### config.mk
export PLATFORM = sky130hd
export DESIGN_NAME = regfile_loader
export DESIGN_NICKNAME = d
export VERILOG_FILES = /design/src/rtl/regfile_loader_pkg.sv /design/src/rtl/regfile_loader_checksum32.sv /design/src/rtl/regfile_loader.sv
export SDC_FILE = /design/constraint.sdc
export NUM_CORES = 1
export LEC_CHECK = 0
export CAP_MARGIN = 20
export CELL_PAD_IN_SITES_DETAIL_PLACEMENT = 1
export CELL_PAD_IN_SITES_GLOBAL_PLACEMENT = 1
export CORE_ASPECT_RATIO = 1.75
export CORE_MARGIN = 4
export CORE_UTILIZATION = 44
export DETAILED_ROUTE_END_ITERATION = 8
export HOLD_SLACK_MARGIN = 0.02
export PLACE_DENSITY_LB_ADDON = 0.1
export SETUP_SLACK_MARGIN = 0.15
export SLEW_MARGIN = 20
export SYNTH_ARGS = -nofsm -noshare
export SYNTH_HDL_FRONTEND = slang
export SYNTH_HIERARCHICAL = 1
export SYNTH_SLANG_ARGS = --single-unit
### constraint.sdc
create_clock -name Clk -period 5.9 [get_ports Clk]
set_clock_uncertainty 0.1 [all_clocks]
set_input_delay 1.77 -clock Clk [delete_from_list [all_inputs] [get_ports Clk]]
set_output_delay 1.77 -clock Clk [all_outputs]
set_load 0.02 [all_outputs]
### src/rtl/regfile_loader_pkg.sv
// Shared types and sizing constants for the register-file loader.
// Imported by the top-level FSM and available to any companion blocks.
package regfile_loader_pkg;

  localparam int NUM_REGS       = 32;
  localparam int FIRST_LOAD_REG = 1;
  localparam int VERIFY_PAIRS   = 16;
  localparam int ADDR_W         = $clog2(NUM_REGS);

  localparam logic [ADDR_W-1:0] LAST_LOAD_REG  = ADDR_W'(NUM_REGS - 1);
  localparam logic [ADDR_W-1:0] LAST_PAIR_ADDR = ADDR_W'(2 * (VERIFY_PAIRS - 1));

  typedef enum logic [2:0] {
    IDLE   = 3'd0,
    LOAD   = 3'd1,
    DRAIN  = 3'd2,
    VERIFY = 3'd3,
    DONE   = 3'd4
  } loaderState_e;

endpackage

### src/rtl/regfile_loader_checksum32.sv
// 32-bit wrapping accumulator with clear, add-one and add-two operations.
// Clear wins over both adds; add-two wins over add-one.
module checksum32 (
  input  logic        Clk,
  input  logic        Reset_n,
  input  logic        clear,
  input  logic        addOne,
  input  logic        addTwo,
  input  logic [31:0] addendA,
  input  logic [31:0] addendB,
  output logic [31:0] sum
);

  always_ff @(posedge Clk or negedge Reset_n) begin
    if (!Reset_n) begin
      sum <= '0;
    end else if (clear) begin
      sum <= '0;
    end else if (addTwo) begin
      sum <= sum + addendA + addendB;
    end else if (addOne) begin
      sum <= sum + addendA;
    end
  end

endmodule

### src/rtl/regfile_loader.sv
// Loads a 31-word stream into registers 1..31 of the regfile, then reads the
// whole file back in pairs and compares checksums (plus a register-0 check).
module regfile_loader
  import regfile_loader_pkg::*;
#(
  parameter bit CHECK_ZERO = 1'b1
) (
  input  logic        Clk,
  input  logic        Reset_n,
  input  logic        Start,
  input  logic [31:0] InData,
  input  logic        InValid,
  output logic        InReady,
  output logic [31:0] WriteData,
  output logic [4:0]  WriteRegister,
  output logic        RegWrite,
  output logic [4:0]  ReadRegister1,
  output logic [4:0]  ReadRegister2,
  input  logic [31:0] ReadData1,
  input  logic [31:0] ReadData2,
  output logic        Busy,
  output logic        Done,
  output logic        Pass
);

  loaderState_e state, nextState;

  logic [ADDR_W-1:0] idx;
  logic              zeroOk;
  logic              passHeld;
  logic              accept;
  logic              firstPair;
  logic              lastPair;
  logic              verdict;
  logic              loadClear, loadAdd;
  logic              readClear, readAddOne, readAddTwo;
  logic [31:0]       loadSum, readSum;

  assign accept    = (state == LOAD) && InValid;
  assign firstPair = (ReadRegister1 == '0);
  assign lastPair  = (ReadRegister1 == LAST_PAIR_ADDR);
  assign verdict   = (readSum == loadSum) && (zeroOk || !CHECK_ZERO);

  assign InReady = (state == LOAD);
  assign Busy    = (state == LOAD) || (state == DRAIN) || (state == VERIFY);
  assign Done    = (state == DONE);
  // The verdict is live during DONE and frozen afterwards until the next Start.
  assign Pass    = (state == DONE) ? verdict : passHeld;

  always_ff @(posedge Clk or negedge Reset_n) begin
    if (!Reset_n) begin
      state <= IDLE;
    end else begin
      state <= nextState;
    end
  end

  always_comb begin
    nextState  = state;
    loadClear  = 1'b0;
    loadAdd    = 1'b0;
    readClear  = 1'b0;
    readAddOne = 1'b0;
    readAddTwo = 1'b0;
    case (state)
      IDLE: begin
        if (Start) begin
          nextState = LOAD;
          loadClear = 1'b1;
          readClear = 1'b1;
        end
      end
      LOAD: begin
        if (accept) begin
          loadAdd = 1'b1;
          if (idx == LAST_LOAD_REG) begin
            nextState = DRAIN;
          end
        end
      end
      DRAIN: begin
        nextState = VERIFY;
      end
      VERIFY: begin
        // Register 0 is excluded from the sum; it only feeds the zero check.
        if (firstPair) begin
          readAddOne = 1'b1;
        end else begin
          readAddTwo = 1'b1;
        end
        if (lastPair) begin
          nextState = DONE;
        end
      end
      DONE: begin
        nextState = IDLE;
      end
      default: begin
        nextState = IDLE;
      end
    endcase
  end

  always_ff @(posedge Clk or negedge Reset_n) begin
    if (!Reset_n) begin
      idx           <= '0;
      WriteData     <= '0;
      WriteRegister <= '0;
      RegWrite      <= 1'b0;
      ReadRegister1 <= '0;
      ReadRegister2 <= '0;
      zeroOk        <= 1'b0;
      passHeld      <= 1'b0;
    end else begin
      case (state)
        IDLE: begin
          RegWrite      <= 1'b0;
          ReadRegister1 <= '0;
          ReadRegister2 <= '0;
          if (Start) begin
            idx      <= ADDR_W'(FIRST_LOAD_REG);
            zeroOk   <= 1'b0;
            passHeld <= 1'b0;
          end
        end
        LOAD: begin
          if (accept) begin
            WriteData     <= InData;
            WriteRegister <= idx;
            RegWrite      <= 1'b1;
            idx           <= idx + 1'b1;
          end else begin
            RegWrite <= 1'b0;
          end
        end
        DRAIN: begin
          RegWrite      <= 1'b0;
          ReadRegister1 <= '0;
          ReadRegister2 <= 5'd1;
        end
        VERIFY: begin
          if (firstPair) begin
            zeroOk <= (ReadData1 == '0);
          end
          if (lastPair) begin
            ReadRegister1 <= '0;
            ReadRegister2 <= '0;
          end else begin
            ReadRegister1 <= ReadRegister1 + 5'd2;
            ReadRegister2 <= ReadRegister2 + 5'd2;
          end
        end
        DONE: begin
          passHeld <= verdict;
        end
        default: begin
          RegWrite <= 1'b0;
        end
      endcase
    end
  end

  checksum32 loadChecksum (
    .Clk     (Clk),
    .Reset_n (Reset_n),
    .clear   (loadClear),
    .addOne  (loadAdd),
    .addTwo  (1'b0),
    .addendA (InData),
    .addendB (32'd0),
    .sum     (loadSum)
  );

  checksum32 readChecksum (
    .Clk     (Clk),
    .Reset_n (Reset_n),
    .clear   (readClear),
    .addOne  (readAddOne),
    .addTwo  (readAddTwo),
    .addendA (ReadData2),
    .addendB (ReadData1),
    .sum     (readSum)
  );

endmodule

# Yosys cells after proc, flatten, opt, wreduce, memory -nomap -nowiden
# Cells that the tools add are included.
word_totals:
  inputBits: 100
  elab_cells: 81
  out_inout_bits: 52
  reg_bits: 122
classes:
  eq_ne: 12
  reduce_logical: 21
  add_sub_neg: 6
  muxes: 31
ops:
  columns: ["op", "count"]
  rows:
  - ["$mux W32", 5]
  - ["$add A32 B32 Y32", 3]
  - ["$eq A32 B32 Y1", 1]
  - ["$logic_not A32 Y1", 1]
  - ["$mux W5", 4]
  - ["$pmux W5 S2", 2]
  - ["$pmux W5 S3", 1]
  - ["$mux W3", 4]
  - ["$pmux W3 S4", 1]
  - ["$mux W1", 11]
  - ["$add A5 B2 Y5 const B", 2]
  - ["$eq A5 B5 Y1 const B", 2]
  - ["$reduce_bool A2 Y1", 5]
  - ["$eq A3 B2 Y1 const B", 2]
  - ["$ne A2 B2 Y1 const B", 3]
  - ["$pmux W1 S2", 3]
  - ["$reduce_and A3 Y1", 2]
  - ["$reduce_bool A3 Y1", 2]
  - ["$add A5 B1 Y5 const B", 1]
  - ["$logic_not A5 Y1", 1]
  - ["$ne A2 B1 Y1 const B", 2]
  - ["$reduce_and A2 Y1", 2]
  - ["$reduce_and A4 Y1", 1]
  - ["$reduce_or A2 Y1", 2]
  - ["5 further kinds", 7]

# Depth between registers and ports, before layout
logic_depth:
  ltp_word: 6
  depth_mapped: 23
  depth_no_buf: 22

# Modules after synthesis
# Netlist, hierarchy kept.
modules_own_cells:
  columns: ["module", "instances", "seq_area_each_um2", "area_each_um2", "cells_per_inst"]
  rows:
  - ["checksum32 (readChecksum)", 1, 800.8, 5082.4, 640]
  - ["checksum32 (loadChecksum)", 1, 800.8, 4914.7, 625]
  - ["regfile_loader", 1, 1426.4, 2934.1, 243]

# Least setup slack after synthesis
# No wires, ideal clock.
synth_path:
  kind: "input -> register"
  from: "input ReadData2[0]"
  to: "register readChecksum.sum[31]"
  arrival_time_ns: 5.589
  setup_slack_ns: 0.091
  t_required_ns: 5.680
  setup_ns: 0.120
  n_path_buf: 1
  cell_stages: 21
  cell_sequence: "ha_1 -> inv_1 -> fa_1 -> and2b_1 -> o21ai_2 -> a21boi_2 -> o311ai_4 -> a2111oi_4 -> nor2_1 -> xnor2_1 -> ha_1 -> buf_2 -> a21o_1 -> o21bai_1 -> a311oi_1 -> o21ai_1 -> nor4b_1 -> a211oi_2 -> xnor2_1 -> o31ai_1 -> a41o_1"
synth_via:
  elab_chain_len: 4
  elab_cells_between_ends: 5
  cone_classes: "add/sub (2); mux (3)"
synth_rtl:
  columns: ["item", "line_no", "text"]
  rows:
  - ["from (decl)", "regfile_loader.sv:20", "input logic [31:0] ReadData2,"]
  - ["$add A32 B32 Y32 (*)", "regfile_loader_checksum32.sv:20, regfile_loader_checksum32.sv:22", null]
  - ["$add A32 B32 Y32 / $mux W32 (equally long branches)", "regfile_loader_checksum32.sv:20, regfile_loader_checksum32.sv:21", null]
  - ["$mux W32 (*)", "regfile_loader_checksum32.sv:19", "end else if (addTwo) begin"]
  - ["$mux W32 (*)", "regfile_loader_checksum32.sv:17", "end else if (clear) begin"]
  - ["to (signal assigned)", "regfile_loader_checksum32.sv:20", "sum <= sum + addendA + addendB;"]
  - ["to (signal assigned)", "regfile_loader_checksum32.sv:22", "sum <= sum + addendA;"]
  - ["to (decl)", "regfile_loader_checksum32.sv:11", "output logic [31:0] sum"]
# Mark *: on every way between the ends. The rest lies on a longest branch, timed or not. The select of a mux whose other input is x is not followed.
# A chain may end at the register's enable or synchronous reset.

# Final worst setup path
layout_path:
  from: "input ReadData2[16]"
  to: "register readChecksum.sum[31]"
# The elaborated chain is that of the path after synthesis.

==> reports/metrics.sh <==
OUTCOME='complete, no violations'
SYNTH_CELL_TYPE_COUNT=101
GRT.OVERFLOW.TOTAL=0
DIE_HEIGHT_UM=235
YS_TOP_CELLS_BY_AREA='dfrtp_1, ha_1, xnor2_1, a21oi_1, a211oi_1'
POST-SYNTH-TOP-AREA-CELL='dfrtp_1'
CLOCK_TREE.BUFFER_DEPTH=2
CRITPATHCAPTURETYPE='flop'
MAX_CAP_VIOLATIONS=0
PLACEDCELLCOUNT=2168
OVERALL_DIE_AREA_UM2=32300
POSTSYNTH.ASYNCRESETSHARE=1.00
POWER_SWITCHING_SHARE=0.492
CRITPATHKIND='in -> reg'
GRT_ANTENNA_BEFORE_REPAIR=1
CTS_TREE='built'
CTS.HTREE.LEVELS=4
COUNT_OF_ENDPOINTS_FAILING_HOLD_IN_THE_FINAL_TIMING_REPORT=0
VDD_DROP_MAX_mV=0.491
CHIPWIDTH_UM=138
POWER.DENSITY_CELL_AREA_nW_PER_UM2=654
CRIT_PATH_START_KIND='primary input'
ROUTE.DETAILED.VIAS_PER_INST=5.99
REG2REG_SLACK_NS=0.98
FP-ROW-COUNT=82
CRITICAL_PATH_PEAK_FANOUT=4
HOLD_PATH_STARTPOINT='WriteData[6]$_DFFE_PN0P_'
CRITICAL_PATH_REQUIRED_NS=6.17
CLKSINKCOUNT=121
GRT_PASS1_WL_UM=77200
SYN-MEAN-INSTANCE-AREA_UM2=8.58
DETAIL_ROUTE.FIRST_PASS.ITERATIONS=5
GRT_MAX_DEGREE=72
GROUTE.USAGE.OVERALL=0.304
POSTSYNTH.TOPFLOPCELL='dfrtp_1'
CRIT_PATH_DAT_NS=6.08
INTERNAL_POWER_mW=5.65
CRIT-REG2REG-CAPTURE='readChecksum/sum[31]$_DFFE_PN0P_'
PWR-SHARE-SEQ=0.141
MIN_PATH_CELLS=1
NUM-NETS-FINAL=2066
SETUP-VIOLATIONS-FINAL=0
PERIOD_MINUS_SLACK_NS=5.80
ROOT_BUFFER='clkbuf_16'
SYNTHESIS.INSTANCES=1508
SYNTH_AREA_UM2=12900
PWR-SHARE-CLK=0.100
FINAL-INSTANCE-COUNT-EXCL-FILL=2220
BUFFER_PORTS.INSERTED=150
FIN_HOLD_WS_NS=0.412
TOTAL_NUMBER_OF_VIAS=13301
CRIT-REG2REG-LAUNCH='readChecksum/sum[0]$_DFFE_PN0P_'
R2R.WORST_PATH.CELLS=24
POWER_FRAC_COMB=0.759
CLOCK_LATENCY_OF_THE_LATER_CLOCKED_REGISTER_IN_THE_WORST_SKEW_PAIR_NS=0.44
POST_DRT_WL_PER_CELL_UM=23.2
ANT_NETS=0
FINAL_ROUTED_WIRELENGTH_ACROSS_ALL_METAL_LAYERS_UM=51500
FIN_WS_NS=0.0951
CELLLEAKAGEPOWER_nW=7.56
RSZ0062_AT_GRT='true'
INITIAL_UTILIZATION=0.449
FIRST_GLOBAL_VIAS=14299
GP_CONGESTION=0.923
WORST_SLEW_MARGIN_RELATIVE_TO_ITS_LIMIT=0.354
TIMING.FINAL.MAX_SLEW_VIOLATIONS=0
CTS_BUFFERS=17
CTS.REPORTEDPATHS.CLKPINSLEW_NS=0.06
SYNTH_ENABLE_FLOP_CELLS=0
TIMING.FMAX_MHz=172
PLACE_WS_NS=-0.648
DRIVE_ABOVE_1_SHARE=0.196
WORST_SLEW_PIN_SLEW_NS=0.970
FIRST_ITER_VIOLATIONS=749
PLACEABLECOREAREA_UM2=28800
COUNT_OF_HOLD_BUFFERS_INSERTED_BY_POST_CTS_REPAIR=0
SYNTHDOMINANTCELLAREASHARE=0.234
NFILLCELLS=3426
WORST_HOLD_PATH_TYPE='reg -> reg'
LAYOUT.CORE_UTILIZATION=0.590
FINAL.PERIOD_UTILIZATION=0.984
SYNTH-WARNING-COUNT=6
WHS_ENDPOINT='WriteData[6]$_DFFE_PN0P_'
IO_PINS=152
DETAILED_PLACE_HPWL_UM=39400
AREA.GROWTH.SYNTH_TO_FINAL_PCT=31.6
YOSYSSEQAREASHARE=0.234
REMAINING_DRC_ERRORS=0
POWER_SWITCHING_mW=5.48
TOTAL_OF_FLIP_FLOPS_PLUS_LATCHES_AFTER_SYNTHESIS=121
==> worst max-delay path: stages <==
cell	delay (ns)
clkdlybuf4s50_1	0.41
ha_1	0.36
a21oi_1	0.19
o21ai_1	0.13
or3_1	0.37
a21o_1	0.25
and2_4	0.18
a31oi_4	0.20
xnor2_2	0.11
ha_1	0.38
buf_4	0.16
nand2_1	0.09
nor2_1	0.08
a311oi_2	0.27
o21ai_2	0.11
nand3b_1	0.12
o2111ai_2	0.11
a211oi_2	0.19
xnor2_1	0.12
o31ai_1	0.35
a41o_1	0.15
==> worst max path at each step <==
| stage | start | to | cells after the start |
|---|---|---|---|
| after CTS | ReadData2[3] | readChecksum/sum[31]$_DFFE_PN0P_ | 20 |
| after global routing | ReadData2[8] | readChecksum/sum[31]$_DFFE_PN0P_ | 21 |
| after detailed placement | ReadData2[0] | readChecksum/sum[31]$_DFFE_PN0P_ | 22 |
| after floorplan | ReadData2[0] | readChecksum/sum[31]$_DFFE_PN0P_ | 22 |
| final | ReadData2[16] | readChecksum/sum[31]$_DFFE_PN0P_ | 21 |
| after global placement | ReadData2[0] | readChecksum/sum[31]$_DFFE_PN0P_ | 23 |
==> power by group through the flow <==
stage | clock [mW] | sequential [mW] | combinational (mW)
floorplan | 0 | 1.57 | 5.28
global placement | 0 | 1.54 | 7.47
detailed placement | 0 | 1.57 | 7.64
CTS | 1.12 | 1.56 | 7.81
global route | 1.16 | 1.61 | 9.14
finish | 1.11 | 1.57 | 8.44
==> flip-flops by register name, indices dropped and copies added (netlist names) <==
| signal | cells |
|---|---|
| readChecksum/sum | 32 |
| WriteRegister | 5 |
| ReadRegister2 | 5 |
| loadChecksum/sum | 32 |
| idx | 5 |
| zeroOk | 1 |
| RegWrite | 1 |
| passHeld | 1 |
| ReadRegister1 | 4 |
| state | 3 |
| WriteData | 32 |
==> repair_timing <==
action,in CTS,in global routing
resized for setup,21,60
buffers inserted,7,14
pin swaps,31,36
cloned,0,0
setup endpoints to repair,14,16
==> stage by stage <==
step / TNS [ns] / area, µm² / power (mW)
6_report: 0 / 17000 / 11.1
5_1_grt: -0.0733 / 17000 / 11.9
4_1_cts: 0 / 16600 / 10.5
3_5_place_dp: -7.21 / 15900 / 9.21
3_3_place_gp: -5.47 / 15900 / 9.02
2_1_floorplan: 0 / 13100 / 6.85
==> per-layer routing <==
metal  share of wire  vias up  GRT usage
met5               0        -          0
met4           0.052        0      0.150
met3           0.028      138     0.0308
met2            0.54      341      0.570
met1            0.38     6588      0.329
li1                -     6234          -
==> layout make-up <==
cell class | count | area (µm²) | share of cell area
Antenna cell | 1 | 2.50 | 0.000147
Clock buffer | 21 | 470 | 0.0276
Clock inverter | 9 | 123 | 0.00721
Inverter | 47 | 176 | 0.0104
Multi-Input combinational cell | 1310 | 9860 | 0.579
Sequential cell | 121 | 3030 | 0.178
Tap cell | 378 | 473 | 0.0278
Timing Repair Buffer | 333 | 2890 | 0.170
==> cell families after synthesis <==
family / share of synthesized area
simple gates: 0.162
other cells: 0.000290
compound gates: 0.283
mux: 0.0508
xor+xnor: 0.0961
flops: 0.234
fa+ha+maj: 0.134
buf+inv: 0.0403
==> cells in the final DEF, fill, tap and decap left out, types with 17 or more instances in the layout <==
| cell type | synthesis | layout |
|---|---|---|
| a211oi_1 | 64 | 64 |
| a21o_1 | 54 | 54 |
| o21bai_1 | 19 | 19 |
| xor2_1 | 51 | 50 |
| mux2_4 | 20 | 20 |
| nand4_1 | 24 | 24 |
| o21ai_0 | 58 | 51 |
| conb_1 | 1 | 37 |
| inv_1 | 43 | 40 |
| nor3_1 | 27 | 24 |
| a221oi_1 | 19 | 19 |
| xnor2_1 | 89 | 82 |
| nand2_1 | 120 | 120 |
| a21oi_1 | 147 | 133 |
| o21ai_1 | 20 | 23 |
| clkbuf_16 | 0 | 17 |
| a21oi_2 | 4 | 17 |
| nor2_1 | 108 | 104 |
| mux2_2 | 20 | 20 |
| nand3_1 | 24 | 24 |
| dfrtp_1 | 121 | 121 |
| buf_4 | 3 | 180 |
| nor2b_1 | 32 | 31 |
| ha_1 | 132 | 122 |
| nand2b_1 | 18 | 18 |
| clkdlybuf4s50_1 | 0 | 146 |
==> Yosys cell counts, types with 5 or more instances <==
cell,n
a211oi_1,64
a211oi_2,7
a21o_1,54
a21oi_1,147
a221oi_1,19
a311oi_1,6
a31oi_1,16
and2_1,8
and3_1,11
buf_1,5
buf_2,14
clkbuf_1,39
dfrtp_1,121
ha_1,132
inv_1,43
mux2_2,20
mux2_4,20
mux2i_1,12
nand2_1,120
nand2b_1,18
nand3_1,24
nand4_1,24
nor2_1,108
nor2b_1,32
nor3_1,27
nor4_1,13
o211ai_1,8
o21a_1,14
o21ai_0,58
o21ai_1,20
o21bai_1,19
o22ai_1,5
o31ai_1,10
or2_2,5
or3_1,5
xnor2_1,89
xor2_1,51
Note: power is estimated with default switching activity, not from simulation.
